### src/rtl/mips_div_pkg.sv
// Shared definitions for the MIPS DIV/DIVU sequential divider.
// Provides the FSM state enum, the default operand width and the
// iteration-counter width helper.
package mips_div_pkg;

  localparam int unsigned DIV_WIDTH_DEFAULT = 32;

  typedef enum logic [1:0] {
    S_IDLE = 2'd0,
    S_RUN  = 2'd1,
    S_FIX  = 2'd2,
    S_DONE = 2'd3
  } div_state_e;

  // Bits needed to count iterations 0..w-1 (at least one bit).
  function automatic int unsigned cnt_width(input int unsigned w);
    return (w < 2) ? 1 : $clog2(w);
  endfunction

endpackage

### src/rtl/mips_div_step.sv
// One restoring-division iteration, purely combinational.
// Ports:
//   rem_i  partial remainder (WIDTH bits, always below the divisor)
//   quo_i  quotient shift register; its MSB is the next dividend bit
//   dvs_i  divisor magnitude
//   rem_o  next partial remainder
//   quo_o  next quotient shift register (new quotient bit in LSB)
module mips_div_step #(
  parameter int unsigned WIDTH = 32
) (
  input  logic [WIDTH-1:0] rem_i,
  input  logic [WIDTH-1:0] quo_i,
  input  logic [WIDTH-1:0] dvs_i,
  output logic [WIDTH-1:0] rem_o,
  output logic [WIDTH-1:0] quo_o
);

  logic [WIDTH:0]   shifted_c;
  logic [WIDTH-1:0] diff_c;
  logic             borrow_c;

  // Shift in the next dividend bit, then trial-subtract; restore on borrow.
  // When no borrow occurs the true difference is below the divisor, so the
  // low WIDTH bits of the subtraction are exact.
  always_comb begin
    shifted_c = {rem_i, quo_i[WIDTH-1]};
    borrow_c  = (shifted_c < {1'b0, dvs_i});
    diff_c    = shifted_c[WIDTH-1:0] - dvs_i;
    if (borrow_c) begin
      rem_o = shifted_c[WIDTH-1:0];
      quo_o = {quo_i[WIDTH-2:0], 1'b0};
    end else begin
      rem_o = diff_c;
      quo_o = {quo_i[WIDTH-2:0], 1'b1};
    end
  end

endmodule

### src/rtl/mips_div_seq.sv
// Iterative restoring divider producing MIPS DIV/DIVU results
// (quotient -> LO, remainder -> HI), one quotient bit per cycle.
// Optional feature macro: MIPS_DIV_SIGNED_EN (adds is_signed and signed
// magnitude conversion / result negation; otherwise always DIVU).
// Ports:
//   clk, rst_n          clock, synchronous active-low reset
//   start               request, sampled only in IDLE
//   dividend, divisor   operands, sampled with start
//   is_signed           1 = DIV, 0 = DIVU (MIPS_DIV_SIGNED_EN only)
//   busy                high from accept until the done cycle
//   done                one-cycle result-valid pulse
//   quotient, remainder results, held until the next result load
//   div_by_zero         divisor was zero for the held result
module mips_div_seq
  import mips_div_pkg::*;
#(
  parameter int unsigned WIDTH = DIV_WIDTH_DEFAULT
) (
  input  logic             clk,
  input  logic             rst_n,
  input  logic             start,
  input  logic [WIDTH-1:0] dividend,
  input  logic [WIDTH-1:0] divisor,
`ifdef MIPS_DIV_SIGNED_EN
  input  logic             is_signed,
`endif
  output logic             busy,
  output logic             done,
  output logic [WIDTH-1:0] quotient,
  output logic [WIDTH-1:0] remainder,
  output logic             div_by_zero
);

  localparam int unsigned CNT_W = cnt_width(WIDTH);

  div_state_e       state_q, state_d;
  logic [CNT_W-1:0] cnt_q, cnt_d;
  logic [WIDTH-1:0] rem_q, rem_d;
  logic [WIDTH-1:0] quo_q, quo_d;
  logic [WIDTH-1:0] dvs_q, dvs_d;
  logic             zero_q, zero_d;
  logic             busy_q, busy_d;
  logic             done_q, done_d;
  logic [WIDTH-1:0] quotient_q, quotient_d;
  logic [WIDTH-1:0] remainder_q, remainder_d;
  logic             div_by_zero_q, div_by_zero_d;
`ifdef MIPS_DIV_SIGNED_EN
  logic             neg_quo_q, neg_quo_d;
  logic             neg_rem_q, neg_rem_d;
`endif

  logic [WIDTH-1:0] step_rem_c;
  logic [WIDTH-1:0] step_quo_c;

  mips_div_step #(.WIDTH(WIDTH)) u_step (
    .rem_i (rem_q),
    .quo_i (quo_q),
    .dvs_i (dvs_q),
    .rem_o (step_rem_c),
    .quo_o (step_quo_c)
  );

  // State and datapath registers.
  always_ff @(posedge clk) begin
    if (!rst_n) begin
      state_q       <= S_IDLE;
      cnt_q         <= '0;
      rem_q         <= '0;
      quo_q         <= '0;
      dvs_q         <= '0;
      zero_q        <= 1'b0;
      busy_q        <= 1'b0;
      done_q        <= 1'b0;
      quotient_q    <= '0;
      remainder_q   <= '0;
      div_by_zero_q <= 1'b0;
`ifdef MIPS_DIV_SIGNED_EN
      neg_quo_q     <= 1'b0;
      neg_rem_q     <= 1'b0;
`endif
    end else begin
      state_q       <= state_d;
      cnt_q         <= cnt_d;
      rem_q         <= rem_d;
      quo_q         <= quo_d;
      dvs_q         <= dvs_d;
      zero_q        <= zero_d;
      busy_q        <= busy_d;
      done_q        <= done_d;
      quotient_q    <= quotient_d;
      remainder_q   <= remainder_d;
      div_by_zero_q <= div_by_zero_d;
`ifdef MIPS_DIV_SIGNED_EN
      neg_quo_q     <= neg_quo_d;
      neg_rem_q     <= neg_rem_d;
`endif
    end
  end

  // Next-state, datapath and registered-output logic.
  always_comb begin
    state_d       = state_q;
    cnt_d         = cnt_q;
    rem_d         = rem_q;
    quo_d         = quo_q;
    dvs_d         = dvs_q;
    zero_d        = zero_q;
    quotient_d    = quotient_q;
    remainder_d   = remainder_q;
    div_by_zero_d = div_by_zero_q;
`ifdef MIPS_DIV_SIGNED_EN
    neg_quo_d     = neg_quo_q;
    neg_rem_d     = neg_rem_q;
`endif

    case (state_q)
      S_IDLE: begin
        if (start) begin
          state_d = S_RUN;
          cnt_d   = '0;
          rem_d   = '0;
          quo_d   = dividend;
          dvs_d   = divisor;
          zero_d  = (divisor == '0);
`ifdef MIPS_DIV_SIGNED_EN
          neg_quo_d = 1'b0;
          neg_rem_d = 1'b0;
          if (is_signed) begin
            quo_d     = dividend[WIDTH-1] ? -dividend : dividend;
            dvs_d     = divisor[WIDTH-1]  ? -divisor  : divisor;
            // A zero divisor must leave the all-ones quotient untouched.
            neg_quo_d = (dividend[WIDTH-1] ^ divisor[WIDTH-1]) && (divisor != '0);
            neg_rem_d = dividend[WIDTH-1];
          end
`endif
        end
      end
      S_RUN: begin
        rem_d = step_rem_c;
        quo_d = step_quo_c;
        cnt_d = cnt_q + CNT_W'(1);
        if (cnt_q == CNT_W'(WIDTH - 1)) begin
          state_d = S_FIX;
          cnt_d   = '0;
        end
      end
      S_FIX: begin
`ifdef MIPS_DIV_SIGNED_EN
        quotient_d  = neg_quo_q ? -quo_q : quo_q;
        remainder_d = neg_rem_q ? -rem_q : rem_q;
`else
        quotient_d  = quo_q;
        remainder_d = rem_q;
`endif
        div_by_zero_d = zero_q;
        state_d       = S_DONE;
      end
      S_DONE: begin
        state_d = S_IDLE;
      end
      default: begin
        state_d = S_IDLE;
      end
    endcase

    busy_d = (state_d != S_IDLE);
    done_d = (state_d == S_DONE);
  end

  assign busy        = busy_q;
  assign done        = done_q;
  assign quotient    = quotient_q;
  assign remainder   = remainder_q;
  assign div_by_zero = div_by_zero_q;

endmodule

### config.mk
export PLATFORM = sky130hd
export DESIGN_NAME = mips_div_seq
export DESIGN_NICKNAME = d
export VERILOG_FILES = /design/src/rtl/mips_div_pkg.sv /design/src/rtl/mips_div_step.sv /design/src/rtl/mips_div_seq.sv
export SDC_FILE = /design/constraint.sdc
export NUM_CORES = 1
export LEC_CHECK = 0
export ABC_AREA = 1
export CORE_ASPECT_RATIO = 1.25
export CORE_MARGIN = 3
export CORE_UTILIZATION = 40
export DETAILED_ROUTE_END_ITERATION = 7
export DONT_BUFFER_PORTS = 1
export PLACE_DENSITY_LB_ADDON = 0.12
export REMOVE_ABC_BUFFERS = 1
export SYNTH_ARGS = -nofsm -noshare
export SYNTH_HDL_FRONTEND = slang
export SYNTH_HIERARCHICAL = 1
export SYNTH_SLANG_ARGS = --single-unit
### constraint.sdc
create_clock -name clk -period 5.75 [get_ports clk]
set_input_delay 0.2875 -clock clk [delete_from_list [all_inputs] [get_ports clk]]
set_output_delay 0.2875 -clock clk [all_outputs]
set_load 0.01 [all_outputs]
# Word level (Yosys, flattened, before mapping)

Cells that the tools add are included.

Add/subtract/negate cells: 2
Magnitude comparators: 1
Equal/unequal tests: 6
Multiplexer cells: 12
Reduce and logical (&&, ||, !) cells: 6

Operators with widths:

| cell                                                             | count |
|---|---|
| 32-bit one-hot mux with 2 select lines                           | 2 |
| 32-bit 2-to-1 mux                                                | 3 |
| 33-bit by 32-bit less-than comparator with 1-bit output          | 1 |
| 32-bit logical NOT                                               | 1 |
| 32-bit subtractor                                                | 1 |
| 5-bit 2-to-1 mux                                                 | 2 |
| 5-bit one-hot mux with 2 select lines                            | 1 |
| 2-bit one-hot mux with 4 select lines                            | 1 |
| 2-bit == test (second input constant)                            | 3 |
| 5-bit by 1-bit adder with 5-bit output (second input constant)   | 1 |
| 5-bit == test (second input constant)                            | 1 |
| 2-bit 2-to-1 mux                                                 | 2 |
| 2-bit AND reduction                                              | 2 |
| 2-bit nonzero test                                               | 2 |
| 2-bit by 1-bit == test with 1-bit output (second input constant) | 1 |
| 2-bit logical NOT                                                | 1 |
| 2-bit inequality test (second input constant)                    | 1 |
| 1-bit 2-to-1 mux                                                 | 1 |

Register bits: 171
Input bits: 67
Logic and storage cells: 38

# Logic depth before layout (Yosys ltp)

Gate-level depths: netlist (run 1).

Depth after elaboration: 4
Depth in mapped cells: 17
Gate-level depth less buffers: 17

# Modules after synthesis

The synthesis (run 1) kept the hierarchy.

Modules (own cells, without submodules):

| module        | times used | cells each | area an instance (sq um) | seq. area each (sq um) |
|---|---|---|---|---|
| mips_div_seq  | 1          | 849        | 6324.8                   | 3423.3 |
| mips_div_step | 1          | 670        | 3358.2                   | 0.0 |

# Least setup slack after synthesis (run 1)

OpenSTA, ideal clock, no wires.

Path kind: reg2reg
From: register quo_q[31]
To: register rem_q[28]
Arrival: 1.911 ns
Data required time: 5.680 ns
Setup slack: 3.768 ns
Cell stages (with the launch flop): 18
Cells stage by stage: dfxtp_1 > inv_1 > ha_1 > inv_1 > fa_1 > nand3_1 > nand3_1 > nand2_1 > nand2_1 > nand2_1 > nand2_1 > nand2_1 > nand2_1 > nand2_1 > nand3_1 > nand2_1 > nand2_1 > a21oi_1

Longest elaborated chain between the ends: 3
Elaborated cells on any way between the ends: 4
Those cells by class: add/sub: 1; order compare: 1; mux: 2

Ends and longest elaborated chain:

| what                                                                                                | RTL line                                 | RTL |
|---|---|---|
| start, declared                                                                                     | mips_div_seq.sv:39                       | `logic [WIDTH-1:0] quo_q, quo_d;` |
| start signal, assigned                                                                              | mips_div_seq.sv:85                       | `quo_q <= quo_d;` |
| 32-bit subtractor / 33-bit by 32-bit less-than comparator with 1-bit output (equally long branches) | mips_div_step.sv:28, mips_div_step.sv:27 |  |
| 32-bit 2-to-1 mux (*)                                                                               | mips_div_step.sv:29                      | `if (borrow_c) begin` |
| named net step_rem_c[28]                                                                            | mips_div_seq.sv:52                       | `logic [WIDTH-1:0] step_rem_c;` |
| 32-bit one-hot mux with 2 select lines (*)                                                          | mips_div_seq.sv:116                      | `case (state_q)` |
| end signal, assigned                                                                                | mips_div_seq.sv:84                       | `rem_q <= rem_d;` |
| end, declared                                                                                       | mips_div_seq.sv:38                       | `logic [WIDTH-1:0] rem_q, rem_d;` |

The timed path passes the listed nets; every way through them passes the cells marked *.
A chain may end at the register's enable or synchronous reset.

# Final worst setup path (run 1)

From: register rem_q[27]
To: register quo_q[0]

Longest elaborated chain between the ends: 3

Ends and longest elaborated chain:

| what                                                    | RTL line            | RTL |
|---|---|---|
| 33-bit by 32-bit less-than comparator with 1-bit output | mips_div_step.sv:27 | `borrow_c = (shifted_c < {1'b0, dvs_i});` |
| 1-bit 2-to-1 mux                                        | mips_div_step.sv:29 |  |
| named net step_quo_c[0]                                 | mips_div_seq.sv:53  | `logic [WIDTH-1:0] step_quo_c;` |
| 32-bit one-hot mux with 2 select lines                  | mips_div_seq.sv:116 |  |

The timed path passes the listed nets, and every way through them passes these cells.

==> qor.log, run 1 <==
[outcome] run status complete, no violations
[critical_path] launch point of the worst reg-to-reg path rem_q[27]
[synth] top cells by area, synth sky130_fd_sc_hd__dfxtp_1 (35%), sky130_fd_sc_hd__nand2_1 (15%), sky130_fd_sc_hd__nor2_1 (12%), sky130_fd_sc_hd__o21ai_0 (6.7%), sky130_fd_sc_hd__inv_1 (5.9%)
[final_layout] post-route standard cell area excluding fillers 10260 um^2
[global_routing] remaining global-route overflow 0
[placed_design] Post-Place Worst Slack 2.812 ns
[critical_path] arrival time of data at the critical path endpoint 3.28 ns
[critical_path] delay-heaviest family, CP simple AND/OR/NAND/NOR gates
[final_layout] Area Growth Syn to Fin 5.996%
[floorplanning] starting utilization of the core area 40.68%
[clock_tree] CTS tree done
[critical_path] Critical Path Source Type flop
[detailed_routing] detailed-route via count 8722
[clock_tree] clock sink count 171
[clock_tree] CTS clock-pin slew for the worst setup and hold paths 0.07 ns
[pwr] cell leakage power 4.966 nW
[synth] largest area contributor in the netlist sky130_fd_sc_hd__dfxtp_1
[detailed_routing] per-cell via count in the routed design 4.862
[placed_design] number of port buffers 0
[global_routing] first-pass GRT wire length 46.29 mm
[min_path] hold path startpoint rst_n
[sta] final worst setup slack 2.777 ns
[clock_tree] Root Driver sky130_fd_sc_hd__clkbuf_16
[critical_path] max incr delay on CP 0.51 ns
[critical_path] endpoint type of the worst setup path flop
[floorplanning] die outline height 180.0 um
[sta] Worst Tran Pin Value 0.8948 ns
[floorplanning] number of rows in the core area 63
[final_layout] post-layout utilization of the core 43.11%
[sta] final slew viol count 0
[detailed_routing] number of DRC markers after the initial detailed-route iteration 431
[synth] Cell Area, Synth 9683 um^2
[global_routing] maximum number of pins on one net before global-route repair 72
[global_routing] Global Route Usage Sum 22.12%
[critical_path] origin of the worst setup path rem_q[27]
[floorplanning] core area 23810 um^2
[placed_design] final RePlAce weighted congestion 0.9342
[sta] final setup fails 0
[placed_design] estimated wirelength of the detail-placed design 19.06 mm
[sta] unrepaired setup endpoints after global routing false
[synth] Yosys Warn Count 6
[sta] aggregate negative setup slack 0 ns
[sta] Max-Slew Margin vs Limit 40.26%
[detailed_routing] Post-route DRC 0
[clock_tree] clock latency at the later pin of the worst-skew pair 0.44 ns
[floorplanning] floorplan die width 145.2 um
[synth] share of synthesized area occupied by flip-flops and latches 35.35%
[min_path] class of the tightest hold or removal check input port to flop
[synth] number of library cell types mapped by synthesis 34
[sta] Worst Hold Slack 0.01528 ns
[clock_tree] buffer depth of the longest clock path 2
[global_routing] number of global-route vias before repair 8607
[sta] clock skew after layout 0.01369 ns
[clock_tree] Inserted Clock Buffers 17
[global_routing] number of antenna violations at the first check in global routing 0
[critical_path] WP buf/inv 1
[critical_path] Crit path required time 6.05 ns
[sta] period utilisation layout 51.71%
[final_layout] ratio of cells with drive above 1 in the final layout 4.969%
[detailed_routing] DR pass1 iterations 5
[floorplanning] I/O pin cnt 134
[sta] final hold vios 0
[synth] mean post-synth cell area 6.375 um^2
[pwr] total power density per cell area 288.9 nW/um^2
[final_layout] antenna diode count 0
[floorplanning] die outline area 26120 um^2
[critical_path] largest fanout on the critical path 34
[synth] flops & latches, synth 171
[detailed_routing] final routed wire length divided by cell count 16.12 um
[final_layout] Post-layout nets 1558
[sta] Max Fclk 336.3 MHz
[critical_path] Critical Path Slowest Stage Cell sky130_fd_sc_hd__nor2_4
[detailed_routing] post-route ant nets 0
[placed_design] standard cell area after detailed placement 9560 um^2
[clock_tree] count of H-tree levels built during CTS 4
[detailed_routing] post-detailed-routing wire length 28.92 mm
[synth] gate count of the mapped netlist 1519
[pwr] Max rail drop VDD 210.5 uV
[critical_path] list of cells traversed by the critical path ha_1 > a21oi_1 > nand2_1 > nand2_1 > nand3_1 > nor2_4 > buf_4 > nand2_8 > nor2_1 > nor2_1 > o21ai_0 > a21oi_1
[critical_path] start-to-end type of the worst setup path flop to flop
[sta] post-route minimum period 2.973 ns
[flow_run] max cap viols 0
[synth] area share of the largest cell type after synthesis 35.35%
worst paths after layout:
check / to / slack, ns / cells past startpoint
hold / removal: dvs_q[28] / 0.02 / 2
hold reg to reg: cnt_q[3] / 0.47 / 2
setup / recovery: quo_q[0] / 2.78 / 12
setup reg to reg: quo_q[0] / 2.78 / 12
power breakdown:
| part | internal (mW) | total, mW | switching (mW) |
|---|---|---|---|
| sequential | 1.23 | 1.26 | 0.0317 |
| combinational | 0.154 | 0.508 | 0.355 |
| clock | 0.699 | 1.19 | 0.494 |
final cells by class:
type | count | area [um^2]
Inverter | 157 | 589.3
Timing Repair Buffer | 17 | 165.2
Fill cell | 2686 | 13540
Tap cell | 325 | 406.6
Multi-Input combinational cell | 1092 | 5074
Sequential cell | 171 | 3423
Clock inverter | 9 | 107.6
Clock buffer | 23 | 498.0
flip-flops by register name, summed over array words and instances, names as in the netlist:
name         flops
rem_q           32
done             1
quotient        32
quo_q           32
remainder       32
div_by_zero      1
dvs_q           32
zero_q           1
busy             1
cnt_q            5
state_q          2
per-stage QoR:
step	instances	power (mW)
floorplan	1420	1.643
global placement	1754	1.781
detailed placement	1754	1.780
CTS	1794	2.999
global route	1794	3.121
finish	1794	2.965
cells by family (layout without fill, tap and decap cells):
group | count (synthesis) | in the layout | synth area share (%)
fa+ha+maj | 35 | 35 | 4.600
flops | 171 | 171 | 35.35
buf+inv | 256 | 206 | 12.30
simple gates | 816 | 816 | 34.54
xor+xnor | 16 | 16 | 1.447
compound gates | 225 | 225 | 11.76
cells in the final DEF (no fill, tap or decap), types with 2 or more instances in the layout:
master	count
sky130_fd_sc_hd__a21oi_1	91
sky130_fd_sc_hd__and2_1	10
sky130_fd_sc_hd__buf_4	9
sky130_fd_sc_hd__bufinv_16	2
sky130_fd_sc_hd__clkbuf_16	17
sky130_fd_sc_hd__clkbuf_8	5
sky130_fd_sc_hd__clkinv_2	3
sky130_fd_sc_hd__clkinvlp_4	2
sky130_fd_sc_hd__dfxtp_1	171
sky130_fd_sc_hd__dlygate4sd3_1	7
sky130_fd_sc_hd__ha_1	34
sky130_fd_sc_hd__inv_1	151
sky130_fd_sc_hd__inv_2	6
sky130_fd_sc_hd__inv_6	2
sky130_fd_sc_hd__nand2_1	386
sky130_fd_sc_hd__nand2_2	4
sky130_fd_sc_hd__nand3_1	65
sky130_fd_sc_hd__nand3_2	11
sky130_fd_sc_hd__nand3b_1	5
sky130_fd_sc_hd__nand4_1	7
sky130_fd_sc_hd__nor2_1	313
sky130_fd_sc_hd__nor2_2	3
sky130_fd_sc_hd__nor2_4	2
sky130_fd_sc_hd__nor3_1	4
sky130_fd_sc_hd__o21ai_0	129
sky130_fd_sc_hd__o21bai_1	3
sky130_fd_sc_hd__or2_2	2
sky130_fd_sc_hd__xor2_1	16
metal layers:
layer | wire length [um] | global-route usage, %
met5 | 0 | 0
met3 | 1625 | 5.648
met2 | 14360 | 39.55
met4 | 495 | 6.537
met1 | 12430 | 26.13
synthesized netlist by cell type:
cell and count:
sky130_fd_sc_hd__buf_2 36, sky130_fd_sc_hd__xor2_1 16, sky130_fd_sc_hd__a21oi_2 1, sky130_fd_sc_hd__nor3_1 4, sky130_fd_sc_hd__ha_1 34, sky130_fd_sc_hd__nor2_2 4
sky130_fd_sc_hd__or2_2 2, sky130_fd_sc_hd__o21ai_0 129, sky130_fd_sc_hd__buf_4 34, sky130_fd_sc_hd__a21oi_1 91, sky130_fd_sc_hd__a31oi_1 1, sky130_fd_sc_hd__nor2_4 1
sky130_fd_sc_hd__buf_1 2, sky130_fd_sc_hd__and2_1 10, sky130_fd_sc_hd__nand3b_1 5, sky130_fd_sc_hd__nor3_2 1, sky130_fd_sc_hd__nand2_2 4, sky130_fd_sc_hd__fa_1 1
sky130_fd_sc_hd__dfxtp_1 171, sky130_fd_sc_hd__buf_6 4, sky130_fd_sc_hd__nor2_1 313, sky130_fd_sc_hd__nand2_4 1, sky130_fd_sc_hd__and3_1 1, sky130_fd_sc_hd__o21bai_1 3
sky130_fd_sc_hd__clkbuf_1 21, sky130_fd_sc_hd__buf_8 1, sky130_fd_sc_hd__nand3_1 65, sky130_fd_sc_hd__inv_1 152, sky130_fd_sc_hd__nand2_1 386, sky130_fd_sc_hd__nand4_1 7
sky130_fd_sc_hd__nand2_8 1, sky130_fd_sc_hd__inv_2 5, sky130_fd_sc_hd__nand3_2 11, sky130_fd_sc_hd__buf_12 1
repair_timing:
item / in CTS / in global routing
buffers inserted: 0 / 0
endpoints found under the setup margin: 0 / 0
gates resized for setup: 0 / 0
hold buffers: 8 / 0
hold endpoints to repair: 71 / 0
Note: power is estimated with default switching activity, not from simulation.
==> run 2, diff against run 1 <==
Settings changed: ABC_AREA 1 to 0.
Clock period 5.75 ns to 2.6 ns, I/O delays scaled along.
==> run 2 against run 1 <==
Against the previous run:
- the run now ends with setup timing left
- flip-flop and latch count unchanged
- combinational power rose to 20 times the previous value
- die area down 6.1%
- non-clock buffer count up 174
- total power rose to 5.4 times the previous value
- first-iteration DRC count down 15%
- via count down 7.1%
- clock skew down 0.0043 ns
- cell count down 15%
- critical endpoint is now rem_q[22]
==> qor.log, run 2 <==
[floorplanning] die outline height 174.3 um
[floorplanning] core area 21920 um^2
[critical_path] critical path depth in cells 14
[placed_design] final RePlAce weighted congestion 0.9021
[critical_path] WP buf/inv 3
[detailed_routing] detailed-route via count 8107
[critical_path] Crit path required time 2.91 ns
[clock_tree] Root Driver sky130_fd_sc_hd__clkbuf_16
[clock_tree] Inserted Clock Buffers 17
[detailed_routing] post-detailed-routing wire length 25.61 mm
[min_path] class of the tightest hold or removal check input port to flop
[sta] aggregate negative setup slack -0.1871 ns
[final_layout] Filler cells 2117
[critical_path] R2R depth 14
[clock_tree] clock latency at the later pin of the worst-skew pair 0.43 ns
[critical_path] Critical Path Slowest Stage Cell sky130_fd_sc_hd__fa_2
[global_routing] maximum number of pins on one net before global-route repair 76
[critical_path] largest fanout on the critical path 5
[critical_path] Critical Path Source Type flop
[synth] asr flop ratio synth 0%
[floorplanning] floorplan die width 140.6 um
[synth] list of most frequent post-synthesis cells sky130_fd_sc_hd__nand2_1 (248), sky130_fd_sc_hd__dfxtp_1 (171), sky130_fd_sc_hd__a21oi_1 (132), sky130_fd_sc_hd__nor2_1 (99), sky130_fd_sc_hd__inv_1 (43)
[synth] simple-gate portion of the synthesized area 18.87%
[detailed_routing] DR pass1 iterations 5
[global_routing] Global Route Usage Sum 20.16%
[synth] Yosys Warn Count 6
[global_routing] first-pass GRT wire length 40.56 mm
[global_routing] remaining global-route overflow 0
[synth] dominant combinational cell family by area after synthesis compound AO/OA/AOI/OAI gates
[final_layout] most used cells in the layout excluding fill and tap cells sky130_fd_sc_hd__nand2_1 (243), sky130_fd_sc_hd__dfxtp_1 (162), sky130_fd_sc_hd__a21oi_1 (124), sky130_fd_sc_hd__buf_4 (115), sky130_fd_sc_hd__nor2_1 (93)
[final_layout] post-layout utilization of the core 52.64%
[final_layout] post-route standard cell area excluding fillers 11540 um^2
[sta] final hold vios 0
[critical_path] max incr delay on CP 0.35 ns
[sta] final slew viol count 0
[floorplanning] starting utilization of the core area 41.35%
[synth] share of synthesized area occupied by flip-flops and latches 37.76%
[floorplanning] number of rows in the core area 60
[floorplanning] die outline area 24520 um^2
[clock_tree] buffer depth of the longest clock path 2
[sta] Max Fclk 366.6 MHz
[outcome] failing checks setup timing
[pwr] Max rail drop VDD 931.1 uV
[detailed_routing] per-cell via count in the routed design 5.288
[floorplanning] I/O pin cnt 134
[clock_tree] count of H-tree levels built during CTS 4
[synth] multiplexer share of the synthesized area 4.003%
[pwr] total power density per cell area 1390 nW/um^2
[sta] final setup fails 5
[critical_path] list of cells traversed by the critical path inv_2 > ha_4 > inv_2 > fa_2 > a21o_1 > a31oi_4 > buf_4 > nor3_4 > a31oi_4 > o21a_4 > xnor2_1 > mux2_4 > a22oi_1 > nor2_1
[sta] period utilisation layout 104.9%
[critical_path] Reg2Reg Setup Slack -0.13 ns
[sta] post-route minimum period 2.728 ns
[synth] largest area contributor in the netlist sky130_fd_sc_hd__dfxtp_1
[final_layout] Post-layout nets 1343
[placed_design] standard cell area after detailed placement 9712 um^2
[pwr] cell leakage power 4.529 nW
[flow_run] max cap viols 0
[critical_path] start-to-end type of the worst setup path flop to flop
[synth] top cells by area, synth sky130_fd_sc_hd__dfxtp_1 (38%), sky130_fd_sc_hd__nand2_1 (10%), sky130_fd_sc_hd__a21oi_1 (7.3%), sky130_fd_sc_hd__ha_1 (4.7%), sky130_fd_sc_hd__nor2_1 (4.1%)
[sta] Worst Tran Pin Value 0.6250 ns
[pwr] Total Power 16.04 mW
[synth] mean post-synth cell area 7.994 um^2
[synth] dominant register cell in the synthesized netlist sky130_fd_sc_hd__dfxtp_1
[detailed_routing] post-route ant nets 0
[sta] unrepaired setup endpoints after global routing true
[synth] gate count of the mapped netlist 1134
[synth] Cell Area, Synth 9065 um^2
[synth] flops & latches, synth 171
[global_routing] number of global-route vias before repair 7943
[clock_tree] CTS clock-pin slew for the worst setup and hold paths 0.07 ns
[outcome] run status finished with violations
[final_layout] most common library cell in the layout ignoring fill and taps sky130_fd_sc_hd__nand2_1
[detailed_routing] Post-route DRC 0
[critical_path] delay-heaviest family, CP compound AO/OA/AOI/OAI gates
[clock_tree] clock sink count 171
[detailed_routing] number of DRC markers after the initial detailed-route iteration 365
[placed_design] number of port buffers 0
[final_layout] ratio of cells with drive above 1 in the final layout 22.97%
[detailed_routing] final routed wire length divided by cell count 16.70 um
[final_layout] antenna diode count 0
[sta] Max-Slew Margin vs Limit 58.33%
[clock_tree] CTS tree done
[global_routing] number of antenna violations at the first check in global routing 0
[synth] most frequent cell after synthesis sky130_fd_sc_hd__nand2_1
[synth] number of enable flip-flop cells after synthesis 0
[synth] adder-cell share of the synthesized area 4.914%
[sta] clock skew after layout 0.009373 ns
[placed_design] estimated wirelength of the detail-placed design 17.65 mm
[final_layout] sequential cell area in the final layout 3437 um^2
[min_path] hold depth 2
[synth] complex-gate fraction of the synthesized area 23.64%
[final_layout] Area Growth Syn to Fin 27.30%
[sta] final worst setup slack -0.1276 ns
[critical_path] arrival time of data at the critical path endpoint 3.04 ns
[placed_design] Post-Place Worst Slack -0.1533 ns
[synth] area share of the largest cell type after synthesis 37.76%
[synth] number of library cell types mapped by synthesis 75
[critical_path] endpoint type of the worst setup path flop
[synth] fraction of synthesized cell area in xor and xnor cells 2.126%
[final_layout] area of the multi-input gates 5251 um^2
## run 2: per-stage QoR
step	hold slack [ns]	cells
final	0.01395	1533
after global routing	0.01709	1533
after CTS	0.002521	1519
after detailed placement	0.2592	1423
after global placement	0.2518	1423
after floorplan	0.2476	1030
## run 2: layer usage
layer	GRT usage, %	routed length, um	vias up
li1	-	-	4093
met1	24.68	10990	3815
met2	35.40	12910	167
met3	3.825	1089	32
met4	6.624	610	0
met5	0	0	-
## run 2: timing repair
action,CTS,global route
gates cloned,0,4
endpoints found under the hold margin,65,0
buffers inserted,1,11
gates resized for setup,12,98
pin swaps,6,47
setup endpoints to repair,28,30
hold buffers,63,0
## run 2: logic make-up (layout without fill, tap and decap cells)
group	count (synthesis)	after routing
flip-flops	171	171
multiplexers	35	35
AO/OA/AOI/OAI	315	315
AND/OR/NAND/NOR	407	407
XOR/XNOR	22	22
adder cells (fa/ha/maj)	35	35
buffers and inverters	149	269
## run 2: report_power, final
group          switching (mW)  internal, mW  total, mW  leakage (nW)
clock                    1.24          1.38       2.62         0.290
combinational            5.20          5.12       10.3          2.84
sequential              0.228          2.88       3.11          1.40
total                    6.66          9.38       16.0          4.53
## run 2: area by class of cell
cell class                 instances  area share [%]
multi-input combinational        814           45.51
timing repair inverter             1         0.04337
clock buffer                      17           3.686
inverter                          45           1.550
tap                              279           3.025
sequential                       171           29.78
timing repair buffer             191           14.87
clock inverter                    15           1.540
## run 2: path summary, 6_finish.rpt
| kind | to | start |
|---|---|---|
| max reg2reg | rem_q[22] | quo_q[31] |
| max | rem_q[22] | quo_q[31] |
| min reg2reg | dvs_q[26] | dvs_q[26] |
| min | quo_q[10] | dividend[10] |
## run 2: worst reg2reg max path: stages, from the launching register on
cell and delay [ns]:
sky130_fd_sc_hd__dfxtp_2 0.33, sky130_fd_sc_hd__inv_2 0.06, sky130_fd_sc_hd__ha_4 0.13, sky130_fd_sc_hd__inv_2 0.04
sky130_fd_sc_hd__fa_2 0.35, sky130_fd_sc_hd__a21o_1 0.23, sky130_fd_sc_hd__a31oi_4 0.24, sky130_fd_sc_hd__buf_4 0.16
sky130_fd_sc_hd__nor3_4 0.05, sky130_fd_sc_hd__a31oi_4 0.22, sky130_fd_sc_hd__o21a_4 0.21, sky130_fd_sc_hd__xnor2_1 0.07
sky130_fd_sc_hd__mux2_4 0.26, sky130_fd_sc_hd__a22oi_1 0.19, sky130_fd_sc_hd__nor2_1 0.06
